[src/rtl/md_issue_ctrl_if.sv]
// Handshake between the E-stage issue controller and the multiply/divide unit:
// Start, op and operands go out; HI/LO and the unit's busy flag come back.
interface md_issue_ctrl_if;
    logic        md_start;
    logic [2:0]  md_op;
    logic [31:0] md_data1;
    logic [31:0] md_data2;
    logic [31:0] md_hi;
    logic [31:0] md_lo;
    logic        md_busy;

    modport master (
        output md_start,
        output md_op,
        output md_data1,
        output md_data2,
        input  md_hi,
        input  md_lo,
        input  md_busy
    );

    modport slave (
        input  md_start,
        input  md_op,
        input  md_data1,
        input  md_data2,
        output md_hi,
        output md_lo,
        output md_busy
    );
endinterface

[src/rtl/md_issue_ctrl.sv]
// E-stage issue/hazard controller for the multiply/divide unit: drives Start, mirrors the
// unit's countdown for the D-stage stall, returns mfhi/mflo data. Optional: MD_BUSY_CHECK_EN.
module md_issue_ctrl #(
    parameter int MULT_LAT = 5,
    parameter int DIV_LAT  = 10,
    parameter int CNT_W    = 4
) (
    input  logic                   clk,
    input  logic                   reset,
    input  logic                   e_valid,
    input  logic [2:0]             e_md_op,
    input  logic                   e_is_md,
    input  logic [31:0]            e_rs,
    input  logic [31:0]            e_rt,
    input  logic                   d_is_md,
    md_issue_ctrl_if.master        md,
    output logic                   stall_d,
    output logic [31:0]            e_mdout,
    output logic                   busy,
    output logic                   md_err
);

    typedef enum logic [0:0] {
        ST_IDLE = 1'b0,
        ST_RUN  = 1'b1
    } state_t;

    state_t           state_r;
    logic [CNT_W-1:0] count_r;
    logic             err_r;

    logic             issue_s;
    logic             div0_s;
    logic             run_s;
    logic             start_s;
    logic             viol_s;
    logic             busy_s;
    logic             busy_mis_s;
    logic             err_set_s;
    logic [CNT_W-1:0] load_s;

    // Countdown preload: divides take DIV_LAT cycles after Start, multiplies MULT_LAT.
    function automatic logic [CNT_W-1:0] op_latency(input logic is_div);
        logic [CNT_W-1:0] lat_v;
        if (is_div) begin
            lat_v = CNT_W'(DIV_LAT);
        end else begin
            lat_v = CNT_W'(MULT_LAT);
        end
        return lat_v;
    endfunction

    // Issue decode, hazard detection and error sources.
    always_comb begin
        issue_s = e_valid & e_is_md;
        div0_s  = e_md_op[1] & (e_rt == 32'd0);
        run_s   = (count_r != {CNT_W{1'b0}});
        start_s = issue_s & ~e_md_op[2] & ~run_s & ~div0_s;
        // Anything but mfhi/mflo reaching E while the unit is busy means stall_d was ignored.
        viol_s  = issue_s & ~(e_md_op[2] & e_md_op[1]) & run_s;
        busy_s  = start_s | run_s;
`ifdef MD_BUSY_CHECK_EN
        busy_mis_s = busy_s ^ md.md_busy;
`else
        busy_mis_s = 1'b0;
`endif
        err_set_s = viol_s | busy_mis_s;
        load_s    = op_latency(e_md_op[1]);
    end

    // Unit-facing outputs, stall and mfhi/mflo read-back.
    always_comb begin
        md.md_start = start_s;
        // 111 is a no-op to the unit, so an idle E stage never writes HI/LO.
        if (issue_s) begin
            md.md_op = e_md_op;
        end else begin
            md.md_op = 3'b111;
        end
        md.md_data1 = e_rs;
        md.md_data2 = e_rt;
        busy        = busy_s;
        stall_d     = d_is_md & busy_s;
        md_err      = err_r;
        e_mdout     = 32'h0000_0000;
        if (e_is_md) begin
            case (e_md_op)
                3'b110:  e_mdout = md.md_hi;
                3'b111:  e_mdout = md.md_lo;
                default: e_mdout = 32'h0000_0000;
            endcase
        end else begin
            e_mdout = 32'h0000_0000;
        end
    end

    // IDLE/RUN countdown mirroring the unit, plus the sticky error flag.
    always_ff @(posedge clk or negedge reset) begin
        if (!reset) begin
            state_r <= ST_IDLE;
            count_r <= {CNT_W{1'b0}};
            err_r   <= 1'b0;
        end else begin
            err_r <= err_r | err_set_s;
            case (state_r)
                ST_IDLE: begin
                    if (start_s) begin
                        count_r <= load_s;
                        state_r <= ST_RUN;
                    end else begin
                        count_r <= {CNT_W{1'b0}};
                        state_r <= ST_IDLE;
                    end
                end
                ST_RUN: begin
                    count_r <= count_r - CNT_W'(1);
                    if (count_r == CNT_W'(1)) begin
                        state_r <= ST_IDLE;
                    end else begin
                        state_r <= ST_RUN;
                    end
                end
                default: begin
                    count_r <= {CNT_W{1'b0}};
                    state_r <= ST_IDLE;
                end
            endcase
        end
    end

endmodule

[src/flat_wrapper.sv]
// flat-port wrapper written by rule: the top's interface ports become plain ports
module md_issue_ctrl_flat 
#(
    parameter int MULT_LAT = 5,
    parameter int DIV_LAT  = 10,
    parameter int CNT_W    = 4
)
  (clk, reset, e_valid, e_md_op, e_is_md, e_rs, e_rt, d_is_md, stall_d, e_mdout, busy, md_err, md_md_start, md_md_op, md_md_data1, md_md_data2, md_md_hi, md_md_lo, md_md_busy);
  md_issue_ctrl_if md_i ();
  input  logic clk;
  input  logic reset;
  input  logic e_valid;
  input  logic [2:0] e_md_op;
  input  logic e_is_md;
  input  logic [31:0] e_rs;
  input  logic [31:0] e_rt;
  input  logic d_is_md;
  output logic stall_d;
  output logic [31:0] e_mdout;
  output logic busy;
  output logic md_err;
  output wire logic [$bits(md_i.md_start)-1:0] md_md_start;
  output wire logic [$bits(md_i.md_op)-1:0] md_md_op;
  output wire logic [$bits(md_i.md_data1)-1:0] md_md_data1;
  output wire logic [$bits(md_i.md_data2)-1:0] md_md_data2;
  input wire logic [$bits(md_i.md_hi)-1:0] md_md_hi;
  input wire logic [$bits(md_i.md_lo)-1:0] md_md_lo;
  input wire logic [$bits(md_i.md_busy)-1:0] md_md_busy;
  assign md_md_start = md_i.md_start;
  assign md_md_op = md_i.md_op;
  assign md_md_data1 = md_i.md_data1;
  assign md_md_data2 = md_i.md_data2;
  assign md_i.md_hi = md_md_hi;
  assign md_i.md_lo = md_md_lo;
  assign md_i.md_busy = md_md_busy;
  md_issue_ctrl #(.MULT_LAT(MULT_LAT), .DIV_LAT(DIV_LAT), .CNT_W(CNT_W)) u_core (.clk(clk), .reset(reset), .e_valid(e_valid), .e_md_op(e_md_op), .e_is_md(e_is_md), .e_rs(e_rs), .e_rt(e_rt), .d_is_md(d_is_md), .md(md_i), .stall_d(stall_d), .e_mdout(e_mdout), .busy(busy), .md_err(md_err));
endmodule
[config.mk]
export PLATFORM = sky130hd
export DESIGN_NAME = md_issue_ctrl_flat
export DESIGN_NICKNAME = d
export VERILOG_FILES = /design/src/rtl/md_issue_ctrl_if.sv /design/src/rtl/md_issue_ctrl.sv /design/src/flat_wrapper.sv
export SDC_FILE = /design/constraint.sdc
export NUM_CORES = 1
export LEC_CHECK = 0
export CAP_MARGIN = 25
export CORE_AREA = 2 2 93 95
export CTS_BUF_LIST = sky130_fd_sc_hd__clkbuf_2
export DETAILED_ROUTE_END_ITERATION = 16
export DIE_AREA = 0 0 95 97
export PLACE_DENSITY = 0.71
export SETUP_SLACK_MARGIN = 0.2
export SLEW_MARGIN = 20
export SYNTH_ARGS = -nofsm -noshare
export SYNTH_HDL_FRONTEND = slang
export SYNTH_SLANG_ARGS = --single-unit
[constraint.sdc]
create_clock -name clk -period 4.91 [get_ports clk]
set_input_delay 0.982 -clock clk [delete_from_list [all_inputs] [get_ports clk]]
set_output_delay 0.982 -clock clk [all_outputs]
set_load 0.02 [all_outputs]
== Yosys cells after proc, flatten, opt, wreduce, memory -nomap -nowiden ==
Index checks and enable logic that the tools add are counted.
Storage, ports and cells
  bits in writable memories: 0
  memories: 0
  ROM bits: 0
  latch bits: 0
  input port bits: 137
  word-level logic and storage cells: 34
  flip-flop bits (word level): 6
  output and inout bits: 103
Operators by class
  div/mod/pow operators: 0
  multiply operators: 0
  magnitude comparators: 0
  shifts and indexed selects: 0
  muxes and demuxes: 9
  $add $sub $neg: 1
  reductions and logical operators: 2
  equality and inequality tests: 3
  bitwise logic cells: 16
Operators with widths (number)
  $pmux 32 s2: 1
  $logic_not 32->1: 1
  $mux 32: 1
  $and 1x1->1: 9
  $mux 4: 2
  $pmux 4 s2: 1
  $eq 3x3->1 const B: 2
  $not 1->1: 5
  $eq 4x1->1 const B: 1
  $reduce_bool 4->1: 1
  $sub 4x1->4 const B: 1
  $mux 3: 1
  $mux 1: 2
  $or 1x1->1: 2
  $pmux 1 s2: 1

== Depth between registers and ports, before layout ==
  word-level depth: 6
  mapped depth: 6

== Worst setup path after synthesis ==
No wires, ideal clock.
  path kind: input -> output
  from: input e_rt[29]
  to: output stall_d
  path buffers: 0
  arrival time: 1.959 ns
  stages on the path: 4
  slack: 1.969 ns
  required time: 3.928 ns
  path through: nor4_1 -> nand4_1 -> o31ai_4 -> a21boi_1
On the way
  word-level cells in the longest chain between the ends: 6
RTL lines
  start, declared: line flat_wrapper.sv:16  | input logic [31:0] e_rt;
  $logic_not 32->1: line md_issue_ctrl.sv:56  | div0_s = e_md_op[1] & (e_rt == 32'd0);
  $and 1x1->1: line md_issue_ctrl.sv:56
  $not 1->1: line md_issue_ctrl.sv:58  | start_s = issue_s & ~e_md_op[2] & ~run_s & ~div0_s;
  $and 1x1->1: line md_issue_ctrl.sv:58
  $or 1x1->1: line md_issue_ctrl.sv:61  | busy_s = start_s | run_s;
  $and 1x1->1: line md_issue_ctrl.sv:83  | stall_d = d_is_md & busy_s;
  end, declared: line flat_wrapper.sv:18  | output logic stall_d;
Every way passes these cells.

== Worst setup path in the final report ==
  from: input e_md_op[1]
  to: output stall_d
On the way
  word-level cells in the longest chain between the ends: 5
RTL lines
  start, declared: line flat_wrapper.sv:13  | input logic [2:0] e_md_op;
  $and 1x1->1: line md_issue_ctrl.sv:56
  $not 1->1: line md_issue_ctrl.sv:58
  $and 1x1->1: line md_issue_ctrl.sv:58
  $or 1x1->1: line md_issue_ctrl.sv:61
  $and 1x1->1: line md_issue_ctrl.sv:83
Every way passes these cells.

==> qor.yml <==
drt_iter0_drc: 52
wire_length_of_the_first_global_routing_pass_um: 8507
cts_tree: "done"
holdBufCountCts: 0
clock_insertion_delay_worst_skew_ns: 0.23
slew_headroom: 0.7684
clk_transition_reported_paths_ns: 0.06
core_area_um2: 8134
timing.critical_path.to_type: "output port"
cts_sinks: 6
drv_slew: 0
r2r_end: "u_core.count_r[3]"
netlist_area_um2: 1439
timing.setup.critical_path_class: "in -> out"
maxCapViolations: 0
crit_path_cell_trace: "clkdlybuf4s50_1 > nor4b_2 > nand4_1 > o31ai_4 > a21boi_1 > clkdlybuf4s50_1"
worstHoldStart: "u_core.md_err"
ant_nets: 0
chipWidth_um: 95
mappedNetlistNets: 331
tightest_slew_ns: 0.3473
fmaxAchievable_ghz: 0.2493
layout.nets: 439
setup-violations-final: 0
drtPass1Iterations: 4
initial_antenna_violation_count: 0
vias: 1748
syn_avg_cell_area_um2: 7.533
timing.hold.worst.class: "reg -> reg"
cts_setup_buffers: 0
totalWireLength_um: 5635
layout-area-overhead-vs-synth_pct: 96.43
post_cts_resize_count: 0
hold_viol: 0
gpl.final_weighted_congestion: 0.8215
register_area_um2: 150.1
postSynthCellCount: 191
synth_top_cell_area_share: 0.3339
layout_worst_path_cycle_share: 0.8170
power.total_uw: 441.8
total_routing_usage_reported_by_global_routing: 0.1143
dieHeight_um: 97
hold_end: "u_core.md_err"
synth_commonest_cells: "sky130_fd_sc_hd__buf_4, sky130_fd_sc_hd__a22oi_1, sky130_fd_sc_hd__nor2b_1"
final.min_clock_period_ns: 4.011
vias_per_cell: 4.348
die-area_um2: 9215
ff2ff_path_depth: 6
power.density_nw_per_um2: 156.3
holdPathStages: 1
grt_max_degree: 35
setup.worst_path.start_class: "primary input"
io_buffers: 174
slowest_stage_delay_on_critical_path_ns: 0.58
worst_path_max_delay_cell: "sky130_fd_sc_hd__clkdlybuf4s50_1"
final.setup_skew_ns: 0.005514
synth_cell_type_count: 29
grt_setup_unrepaired: "false"
route.detailed.wl_per_inst_um: 14.02
ys_warnings: 0
synthArstFlopShare: 1.000
cts_htree_levels: 1
max-vdd-ir-drop_mv: 0.08846
cellLeakagePower_nw: 0.9761
synth_edf_count: 0
setup_slack_ns: 0.8987
first_global_vias: 1802
cts_inserted_buffers: 3
max-clock-path-buffers: 2
outcome: "complete, no violations"
yosys-top-cells-area: "sky130_fd_sc_hd__buf_4, sky130_fd_sc_hd__a22oi_1, sky130_fd_sc_hd__nor2b_1, sky130_fd_sc_hd__dfrtp_1, sky130_fd_sc_hd__ha_1"
worstPathArrival_ns: 3.03
cp_max_fo: 6
clock-root-buffer: "sky130_fd_sc_hd__clkbuf_2"
num_ports: 240
ff2ff_setup_slack_ns: 3.20
total_global_routing_overflow: 0
drc: 0
num_antenna_cells: 0
synth-seq-cells: 6
timing.critical_path.required_ns: 3.93
synth_ff_type: "sky130_fd_sc_hd__dfrtp_1"
multiInputGateArea_um2: 747.0
path_common_cell: "sky130_fd_sc_hd__clkdlybuf4s50_1"
synth_most_common_cell: "sky130_fd_sc_hd__buf_4"
start_util: 0.1769
drive_above_1_share: 0.04714
tns_ns: 0
timing.rr.start: "u_core.count_r[0]"
final_core_util: 0.3475
synth_top_area_cell: "sky130_fd_sc_hd__buf_4"
place.detailed.hpwl_um: 4848
num-fill-cells: 827
synth_sequential_area_ratio: 0.1043
cell_row_count: 33
placement.setup.worst_slack_ns: 0.8699
## cells in the final DEF (no fill, tap or decap), drive strengths merged, types with 2 or more instances in the layout
cell type	Yosys	routed
or2	2	2
nand2	7	7
nor3	4	4
ha	3	3
nor2	2	2
clkdlybuf4s50	0	174
nand3	3	3
o21ai	2	2
inv	5	5
o31ai	2	2
nor2b	32	32
nor4	6	6
buf	70	3
clkbuf	4	3
a22oi	32	32
dfrtp	6	6
## sequential cells by signal (all words and copies together) (netlist names)
name,flops
u_core.count_r,4
u_core.md_err,1
u_core.state_r,1
## through the flow
| stage | cell area [um2] | hold slack, ns | instances |
|---|---|---|---|
| 6_report | 2826 | 0.4773 | 402 |
| 5_1_grt | 2826 | 0.5027 | 402 |
| 4_1_cts | 2826 | 0.4861 | 402 |
| 3_5_place_dp | 2811 | 0.4711 | 399 |
| 3_3_place_gp | 2811 | 0.4572 | 399 |
| 2_1_floorplan | 1439 | 0.4754 | 191 |
## worst max path at each step
stage / from / to / slack [ns] / cells past startpoint
2_1_floorplan: e_rt[29] / stall_d / 1.97 / 4
3_3_place_gp: e_md_op[1] / stall_d / 0.91 / 6
3_5_place_dp: e_md_op[1] / stall_d / 0.87 / 6
4_1_cts: e_md_op[1] / stall_d / 0.87 / 6
5_1_grt: e_md_op[1] / stall_d / 0.73 / 6
6_report: e_md_op[1] / stall_d / 0.90 / 6
## critical path, delay by kind of cell
kind | cells | cell delay [ns]
compound gates | 2 | 0.52
buf+inv | 2 | 1.14
simple gates | 2 | 0.38
## layout make-up
type / instances / share of cell area
clock buffer: 3 / 0.005312
multi-input combinational: 106 / 0.2643
inverter: 5 / 0.006640
sequential: 6 / 0.05312
tap: 105 / 0.04648
timing repair buffer: 177 / 0.6242
## layer usage
layer | GRT usage | share of wire | vias up
met4 | 0.04459 | 0.030 | 0
li1 | - | - | 820
met2 | 0.2155 | 0.50 | 141
met3 | 0.02726 | 0.13 | 17
met1 | 0.1180 | 0.34 | 770
met5 | 0 | 0 | -
## cell families (layout without fill, tap and decap cells)
kind of cell             after synthesis  in the layout  synth area share
buffers and inverters                 79            185            0.3783
AND/OR/NAND/NOR                       61             61            0.2617
AO/OA/AOI/OAI                         40             40            0.2174
flip-flops                             6              6            0.1043
adder cells (fa/ha/maj)                3              3           0.02609
XOR/XNOR                               2              2           0.01218
## where the power goes
| part | switching [mW] | internal (mW) |
|---|---|---|
| Combinational | 0.139 | 0.182 |
| Sequential | 0.0180 | 0.0667 |
| Clock | 0.0194 | 0.0166 |
| Total | 0.176 | 0.265 |
Power figures use the tool's default switching activity.
